[src/rtl/keypad_scan_ctrl.sv]
// -----------------------------------------------------------------------------
// keypad_scan_ctrl
//
// Scanning controller for a 4x4 matrix keypad. One column is driven low at a
// time. The active-low rows are brought into the clock domain by a two-flop
// synchronizer. A press is accepted only after it has been stable for
// DEBOUNCE_CYCLES cycles. The release must also be stable for that long before
// scanning resumes. Each physical keypress produces exactly one pulse_en
// strobe, and the decoded hex digit is presented on key_pushed.
//
// Parameters
//   SCAN_DIV         cycles each column is driven before advancing (>= 4)
//   DEBOUNCE_CYCLES  consecutive stable cycles to accept press/release (>= 2)
//
// Ports
//   clk         in   1  system clock
//   rst         in   1  synchronous, active-high reset
//   row         in   4  keypad rows, active-low, asynchronous to clk
//   col         out  4  keypad columns, exactly one bit low at all times
//   pulse_en    out  1  one-cycle strobe for a newly accepted key
//   key_pushed  out  4  hex value of the last accepted key, held between strobes
// -----------------------------------------------------------------------------
module keypad_scan_ctrl #(
   parameter int SCAN_DIV        = 50000,
   parameter int DEBOUNCE_CYCLES = 500000
) (
   input  logic       clk,
   input  logic       rst,
   input  logic [3:0] row,
   output logic [3:0] col,
   output logic       pulse_en,
   output logic [3:0] key_pushed
);

   localparam int DWELL_W = (SCAN_DIV > 2) ? $clog2(SCAN_DIV) : 1;
   localparam int DEB_W   = (DEBOUNCE_CYCLES > 2) ? $clog2(DEBOUNCE_CYCLES) : 1;

   localparam logic [DWELL_W-1:0] DWELL_LAST = DWELL_W'(SCAN_DIV - 1);
   localparam logic [DWELL_W-1:0] DWELL_ONE  = DWELL_W'(1);
   localparam logic [DEB_W-1:0]   DEB_LAST   = DEB_W'(DEBOUNCE_CYCLES - 1);
   localparam logic [DEB_W-1:0]   DEB_ONE    = DEB_W'(1);

   localparam logic [1:0] ST_SCAN      = 2'd0;
   localparam logic [1:0] ST_DEB_PRESS = 2'd1;
   localparam logic [1:0] ST_HOLD      = 2'd2;
   localparam logic [1:0] ST_DEB_REL   = 2'd3;

   localparam logic [3:0] COL_FIRST = 4'b1110;
   localparam logic [3:0] ROWS_IDLE = 4'b1111;

   // ------------------------------------------------------------------
   // Row synchronizer: two flops per row bit. Both stages reset to the
   // idle (all high) level so a reset never looks like a keypress.
   // ------------------------------------------------------------------
   logic [3:0] row_s;

   genvar gi;
   generate
      for (gi = 0; gi < 4; gi++) begin : g_sync
         logic meta_reg;
         logic sync_reg;

         always_ff @(posedge clk) begin
            if (rst) begin
               meta_reg <= 1'b1;
               sync_reg <= 1'b1;
            end else begin
               meta_reg <= row[gi];
               sync_reg <= meta_reg;
            end
         end

         assign row_s[gi] = sync_reg;
      end
   endgenerate

   // ------------------------------------------------------------------
   // State registers
   // ------------------------------------------------------------------
   logic [1:0]         state_reg,      state_next;
   logic [3:0]         col_reg,        col_next;
   logic [DWELL_W-1:0] dwell_reg,      dwell_next;
   logic [DEB_W-1:0]   deb_reg,        deb_next;
   logic [1:0]         row_idx_reg,    row_idx_next;
   logic [1:0]         col_idx_reg,    col_idx_next;
   logic               pulse_reg,      pulse_next;
   logic [3:0]         key_reg,        key_next;

   // ------------------------------------------------------------------
   // Row decode helpers
   // ------------------------------------------------------------------
   logic [3:0] row_low;
   logic       one_low;
   logic [1:0] row_enc;
   logic [1:0] col_enc;
   logic [3:0] col_rot;
   logic [3:0] held_pattern;

   assign row_low = ~row_s;
   // Exactly one bit set: non-zero, and clearing the lowest set bit leaves
   // nothing. Zero or several lows (ghosting or multi-key) are rejected.
   assign one_low = (row_low != 4'd0) && ((row_low & (row_low - 4'd1)) == 4'd0);

   always_comb begin
      row_enc = 2'd0;
      case (row_low)
         4'b0001: row_enc = 2'd0;
         4'b0010: row_enc = 2'd1;
         4'b0100: row_enc = 2'd2;
         4'b1000: row_enc = 2'd3;
         default: row_enc = 2'd0;
      endcase
   end

   always_comb begin
      col_enc = 2'd0;
      case (col_reg)
         4'b1110: col_enc = 2'd0;
         4'b1101: col_enc = 2'd1;
         4'b1011: col_enc = 2'd2;
         4'b0111: col_enc = 2'd3;
         default: col_enc = 2'd0;
      endcase
   end

   // Rotate left so the single low bit walks col0 -> col1 -> col2 -> col3.
   assign col_rot = {col_reg[2:0], col_reg[3]};

   // The one-hot-low row pattern that the latched key produces.
   assign held_pattern = ~(4'b0001 << row_idx_reg);

   // Keypad legend, indexed by {row, col}.
   function automatic logic [3:0] keymap(input logic [1:0] r, input logic [1:0] c);
      logic [3:0] value;
      case ({r, c})
         4'd0:    value = 4'h1;
         4'd1:    value = 4'h2;
         4'd2:    value = 4'h3;
         4'd3:    value = 4'hA;
         4'd4:    value = 4'h4;
         4'd5:    value = 4'h5;
         4'd6:    value = 4'h6;
         4'd7:    value = 4'hB;
         4'd8:    value = 4'h7;
         4'd9:    value = 4'h8;
         4'd10:   value = 4'h9;
         4'd11:   value = 4'hC;
         4'd12:   value = 4'hE;
         4'd13:   value = 4'h0;
         4'd14:   value = 4'hF;
         default: value = 4'hD;
      endcase
      return value;
   endfunction

   // ------------------------------------------------------------------
   // Next-state logic
   // ------------------------------------------------------------------
   always_comb begin
      state_next   = state_reg;
      col_next     = col_reg;
      dwell_next   = dwell_reg;
      deb_next     = deb_reg;
      row_idx_next = row_idx_reg;
      col_idx_next = col_idx_reg;
      pulse_next   = 1'b0;
      key_next     = key_reg;

      case (state_reg)
         ST_SCAN: begin
            if (dwell_reg == DWELL_LAST) begin
               // Rows are only looked at on the last dwell cycle, which gives
               // the column line and the synchronizer time to settle.
               dwell_next = '0;
               if (one_low) begin
                  row_idx_next = row_enc;
                  col_idx_next = col_enc;
                  deb_next     = '0;
                  state_next   = ST_DEB_PRESS;
               end else begin
                  col_next = col_rot;
               end
            end else begin
               dwell_next = dwell_reg + DWELL_ONE;
            end
         end

         ST_DEB_PRESS: begin
            if (row_s == held_pattern) begin
               if (deb_reg == DEB_LAST) begin
                  key_next   = keymap(row_idx_reg, col_idx_reg);
                  pulse_next = 1'b1;
                  deb_next   = '0;
                  state_next = ST_HOLD;
               end else begin
                  deb_next = deb_reg + DEB_ONE;
               end
            end else begin
               // Bounce: give up and re-sample the same column after a full
               // dwell period.
               dwell_next = '0;
               state_next = ST_SCAN;
            end
         end

         ST_HOLD: begin
            // Other keys pressed while one is held are ignored here. The
            // column stays frozen, so only keys in this column are visible.
            if (row_s == ROWS_IDLE) begin
               deb_next   = '0;
               state_next = ST_DEB_REL;
            end
         end

         ST_DEB_REL: begin
            if (row_s == ROWS_IDLE) begin
               if (deb_reg == DEB_LAST) begin
                  col_next   = col_rot;
                  dwell_next = '0;
                  deb_next   = '0;
                  state_next = ST_SCAN;
               end else begin
                  deb_next = deb_reg + DEB_ONE;
               end
            end else begin
               state_next = ST_HOLD;
            end
         end

         default: begin
            state_next = ST_SCAN;
            col_next   = COL_FIRST;
            dwell_next = '0;
            deb_next   = '0;
         end
      endcase
   end

   // ------------------------------------------------------------------
   // Registers
   // ------------------------------------------------------------------
   always_ff @(posedge clk) begin
      if (rst) begin
         state_reg   <= ST_SCAN;
         col_reg     <= COL_FIRST;
         dwell_reg   <= '0;
         deb_reg     <= '0;
         row_idx_reg <= 2'd0;
         col_idx_reg <= 2'd0;
         pulse_reg   <= 1'b0;
         key_reg     <= 4'h0;
      end else begin
         state_reg   <= state_next;
         col_reg     <= col_next;
         dwell_reg   <= dwell_next;
         deb_reg     <= deb_next;
         row_idx_reg <= row_idx_next;
         col_idx_reg <= col_idx_next;
         pulse_reg   <= pulse_next;
         key_reg     <= key_next;
      end
   end

   assign col        = col_reg;
   assign pulse_en   = pulse_reg;
   assign key_pushed = key_reg;

endmodule

[config.mk]
export PLATFORM = sky130hd
export DESIGN_NAME = keypad_scan_ctrl
export DESIGN_NICKNAME = d
export VERILOG_FILES = /design/src/rtl/keypad_scan_ctrl.sv
export SDC_FILE = /design/constraint.sdc
export NUM_CORES = 1
export LEC_CHECK = 0
export BUFFER_PORTS_ARGS = -buffer_cell sky130_fd_sc_hd__buf_2
export CAP_MARGIN = 20
export CORE_UTILIZATION = 59
export CTS_CLUSTER_DIAMETER = 120
export CTS_CLUSTER_SIZE = 16
export DETAILED_ROUTE_END_ITERATION = 6
export MAX_ROUTING_LAYER = met4
export PLACE_DENSITY = 0.88
export SYNTH_ARGS = -nofsm -noshare
export SYNTH_HDL_FRONTEND = slang
export SYNTH_SLANG_ARGS = --single-unit
[constraint.sdc]
create_clock -name clk -period 3.5 [get_ports clk]
set_input_delay 0.7 -clock clk [delete_from_list [all_inputs] [get_ports clk]]
set_output_delay 0.7 -clock clk [all_outputs]
set_load 0.03 [all_outputs]
# Word level (Yosys, flattened, before mapping)
# Memories as Yosys holds them, arrays and structs flattened. A register that Yosys moved wholly into a read port is not among the register bits.
# Index checks and enable logic that the tools add are counted.
[word_totals]
reg_bits = 54
rom_bits = 64
input_bits = 6
output_inout_bits = 9
wordCells = 89
mem_count = 1
[op_classes]
add_sub_neg = 3
eq_ne = 23
n_shift = 1
muxes = 28
bitwise_logic = 5
reduce_logical = 13
[memory_table]
columns = ["name", "words", "word_bits", "read_ports", "rd_ports_with_merged_regs", "wr", "line_no", "rtl"]
rows = [
  ["(name not given)", 16, 4, 1, 1, 0, "135", "case ({r, c})"],
]
[ops]
columns = ["operator", "n"]
rows = [
  ["2-to-1 mux 19 bit", 6],
  ["one-hot mux 19 bit (4 select lines)", 1],
  ["2-to-1 mux 16 bit", 4],
  ["one-hot mux 16 bit (3 select lines)", 1],
  ["adder 19 x 1 -> 19 bit, second input constant", 1],
  ["equality test 19 bit, second input constant", 1],
  ["adder 16 x 1 -> 16 bit, second input constant", 1],
  ["equality test 16 bit, second input constant", 1],
  ["equality test 4 bit, second input constant", 4],
  ["2-to-1 mux 4 bit", 4],
  ["inequality test 2 bit, second input constant", 8],
  ["AND reduction 5 bit", 3],
  ["2-to-1 mux 2 bit", 7],
  ["one-hot mux 2 bit (3 select lines)", 2],
  ["equality test 4 x 3 -> 1 bit, second input constant", 2],
  ["inverter 4 bit", 2],
  ["one-hot mux 2 bit (4 select lines)", 1],
  ["one-hot mux 4 bit (2 select lines)", 1],
  ["inequality test 3 bit, second input constant", 2],
  ["AND reduction 3 bit", 2],
  ["bitwise AND 4 bit", 1],
  ["equality test 2 bit, second input constant", 2],
  ["equality test 4 x 2 -> 1 bit, second input constant", 1],
  ["equality test 4 bit", 1],
  ["13 further kinds", 14],
]

# Longest topological paths before layout
[logic_depth]
ltp_word = 8
mapped_depth = 8
depth_no_buf = 7

# Least setup slack after synthesis
# Ideal clock, no wire load.
[synth_path]
path_kind = "flip-flop to flip-flop"
startpoint = "register deb_reg[0]"
endpoint = "register dwell_reg[1]"
setup_time_ps = 70
arrival_ps = 2070
required_time_ps = 3430
slack_ps = 1359
path_stages_with_launch = 9
path_buffers = 1
synth_period_minus_slack_ps = 2141
cell_sequence = "dfxtp_1 -> ha_1 -> nand4_1 -> or4_1 -> o21ai_0 -> and2b_1 -> buf_2 -> nand3_1 -> a21oi_1"
[synth_between]
elab_chain_len = 3
[synth_lines]
columns = ["item", "line_no", "rtl"]
rows = [
  ["start: declaration", "83", "logic [DEB_W-1:0] deb_reg, deb_next;"],
  ["start signal: assignment", "256", "deb_reg <= deb_next;"],
  ["equality test 19 bit", "217", "if (deb_reg == DEB_LAST) begin"],
  ["inequality test 2 bit (no source line)", "--", ""],
  ["AND reduction 4 bit (no source line)", "--", ""],
  ["end signal: assignment", "255", "dwell_reg <= dwell_next;"],
  ["end: declaration", "82", "logic [DWELL_W-1:0] dwell_reg, dwell_next;"],
]
# Every way passes these cells.
# A chain may end at the register's enable or synchronous reset.

# Worst setup path after layout
[layout_path]
startpoint = "register deb_reg[0]"
endpoint = "register dwell_reg[9]"
# The elaborated chain is that of the path after synthesis.

==> flow_summary_export.csv <==
group,metric,value,unit
synthesis,synth-seq-cells,58,
power_and_ir_drop,p_leak,1.214,nW
route,drt_first_iter_violations,336,
sta,final_max_slew_viol_count,0,
synthesis,syn_area_per_cell,8.342,µm²
synthesis,seq_area_frac_synth,37.92,%
floorplanning,dieArea,5481,µm²
setup_path,cp.arrival,2990,ps
flow_run,cap_violations,0,
synthesis,ys_async_sr_fraction,0,%
synthesis,synth_xor_area_share,1.144,%
cells_and_area,fin_area,3329,µm²
route,vias,2890,
sta,min_period_over_period,78.14,%
route,drc,0,
placed_design,post-dp-hpwl,4815,µm
sta,skew,8.872,ps
placed_design,place_congestion,0.9633,
route,post_drt_wl_per_cell,16.02,µm
floorplanning,start_util,63.15,%
clocking,clkTransAtPathRegs,70,ps
grt,antenna_found_initial,0,
cells_and_area,final_cell_mix,"dfxtp_1, nor2_1, nand2_1",
route,drt-total-wl,7179,µm
floorplanning,num_io_pins,15,
synthesis,synth_nets,380,
sta,tns,0,ps
synthesis,synthFlopType,"dfxtp_1",
grt,grt_pass1_vias,2603,
cells_and_area,nets,390,
synthesis,ys.warnings.count,0,
placed_design,place_area,3159,µm²
worst_hold_path,holdCritStartpoint,"g_sync[1].meta_reg",
setup_path,regToRegSetupSlack,770,ps
power_and_ir_drop,swShare,22.83,%
sta,worstMarginPinSlew,832.7,ps
clocking,cts_hold_buf,0,
sta,rsz0062_at_grt,"false",
grt,grt_pass1_wl,11760,µm
sta,slew_headroom,43.98,%
floorplanning,fp-row-count,25,
placed_design,port_buffers,14,
cells_and_area,drive_above_1_share,12.07,%
sta,final.min_clock_period,2735,ps
synthesis,synth_top_family_by_area,"simple AND/OR/NAND/NOR gates",
cells_and_area,largest_register_ff_count,19,
grt,grtUsageTotal,28.98,%
sta,max_freq,0.3656,GHz
route,viasPerCell,6.451,
cells_and_area,antennaDiodeCount,0,
route,drtAntennaViolNets,0,
cells_and_area,fillers,386,
power_and_ir_drop,clockPowerShare,43.2,%
power_and_ir_drop,comb_power_share,3.1,%
power_and_ir_drop,intPower,0.0009713,W
worst_hold_path,worstHoldPathType,"register to register",
setup_path,criticalPathCategory,"register to register",
outcome,outcome,"finished, final reports clean",
power_and_ir_drop,vdd_drop_max,360.0,µV
setup_path,end_kind,"register",
setup_path,critPathMaxFanout,13,
clocking,post_cts_buffers,0,
sta,hold_viol_final,0,
setup_path,cp.required,3750,ps
cells_and_area,syn_to_final_growth,8.745,%
floorplanning,die_w,74.04,µm
setup_path,rr_endpoint,"dwell_reg[9]",
setup_path,startpoint_type,"register",
power_and_ir_drop,seqPwrFrac,53.7,%
synthesis,synth_simple_gate_area_share,29.87,%
synthesis,synth_mux_area_share,4.700,%
synthesis,syn_inst,367,
power_and_ir_drop,p_switching,0.0002874,W
clocking,clock_latency,340,ps
clocking,cts_buffers,9,
setup_path,r2r_start,"deb_reg[0]",
synthesis,synth_edf_count,0,
power_and_ir_drop,power_density,378.1,nW/µm²
clocking,cts.path.max_buffers,2,
route,first_pass_iters,5,
worst_hold_path,worstHoldPathCells,1,
synthesis,syn-cell-area,3062,µm²
cells_and_area,mostFrequentLayoutCell,"dfxtp_1",
setup_path,r2r_cells,7,
sta,setup-violations-final,0,
clocking,cts_tree,"built",
synthesis,synthAdderAreaFrac,2.861,%
grt,grt_overflow,0,
clocking,ctsResizeCount,0,
synthesis,ys_types,62,
clocking,clock_sinks,58,
worst_hold_path,hold_end,"g_sync[1].sync_reg",
clocking,htreeDepth,3,
floorplanning,die_h,74.04,µm
synthesis,synth-compound-area-share,20.43,%
clocking,cts_root_buffer,"clkbuf_8",
floorplanning,core-area,4848,µm²
grt,grt_max_degree,41,
==> worst max path at each step <==
| stage | from | end | slack [ps] |
|---|---|---|---|
| floorplan | deb_reg[0] | dwell_reg[1] | 1360 |
| global placement | deb_reg[0] | dwell_reg[15] | 1020 |
| detailed placement | deb_reg[0] | dwell_reg[9] | 870 |
| CTS | deb_reg[0] | dwell_reg[9] | 820 |
| global route | deb_reg[0] | dwell_reg[9] | 590 |
| finish | deb_reg[0] | dwell_reg[9] | 770 |
==> area by class of cell <==
class	count	area, µm²	area share (%)
inverter	8	30.03	0.9019
timing repair buffer	15	77.57	2.330
multi-input combinational	285	1807	54.27
sequential	58	1161	34.87
clock inverter	3	15.01	0.4510
tap	67	83.83	2.518
clock buffer	12	155.1	4.660
==> Yosys cell counts (3+ instances only) <==
master / instances / share of area (%)
nand4_1: 9 / 1.8
nor3_1: 9 / 1.5
o211ai_1: 4 / 0.98
nor4b_1: 4 / 1.1
dfxtp_1: 58 / 38
nand2_1: 33 / 4.0
o31ai_1: 8 / 2.0
clkbuf_1: 13 / 1.6
or4_1: 4 / 0.98
o21ai_0: 24 / 3.9
a311oi_1: 7 / 2.0
ha_1: 7 / 2.9
mux2i_1: 11 / 3.6
a31oi_1: 4 / 0.82
a21oi_1: 21 / 3.4
nor2_1: 39 / 4.8
and3_1: 4 / 0.82
nor4_1: 4 / 0.82
o311ai_0: 3 / 0.86
nand3_1: 24 / 3.9
nand4b_1: 4 / 1.1
inv_1: 8 / 0.98
buf_2: 3 / 0.49
xor2_1: 3 / 0.86
nand2b_1: 3 / 0.61
o211a_1: 3 / 0.98
or3_1: 3 / 0.61
or2_2: 8 / 1.6
nor2b_1: 3 / 0.61
==> through the flow <==
step / util [%] / hold slack, ps / setup WS [ps] / std cells / total power (W)
after floorplan: - / 389.5 / 1359 / 367 / 0.0007177
after global placement: 65.16 / 392.1 / 1017 / 433 / 0.0007273
after detailed placement: 65.16 / 397.1 / 873.8 / 433 / 0.0007287
after CTS: 68.67 / 416.6 / 819.2 / 448 / 0.001265
after global routing: 68.67 / 436.8 / 588.6 / 448 / 0.001298
final: 68.67 / 414.0 / 765.1 / 448 / 0.001259
==> metal layers <==
layer / GRT usage (%) / vias up / wire length [µm]
li1: - / 1402 / -
met2: 45.56 / 111 / 3422
met1: 35.24 / 1363 / 3223
met4: 12.39 / 0 / 120
met3: 7.182 / 14 / 413
met5: - / - / 0
==> critical path, cell delays in order, from the launching register on <==
cell	delay [ps]
dfxtp_1	420
ha_1	250
nand4_1	210
or4_1	580
o21ai_0	330
and2b_1	460
a41oi_1	170
a211oi_1	230
==> power by group through the flow <==
stage	Sequential (W)	Clock (W)	Combinational, W
6_report	0.000675	0.000544	0.0000394
5_1_grt	0.000676	0.000578	0.0000436
4_1_cts	0.000675	0.000550	0.0000392
3_5_place_dp	0.000690	0	0.0000390
3_3_place_gp	0.000689	0	0.0000382
2_1_floorplan	0.000686	0	0.0000314
==> cell families after synthesis <==
group,Yosys count
fa+ha+maj,7
xor+xnor,4
simple gates,169
buf+inv,24
flops,58
mux,13
compound gates,92
No activity file was read; power rests on OpenSTA's default activity.
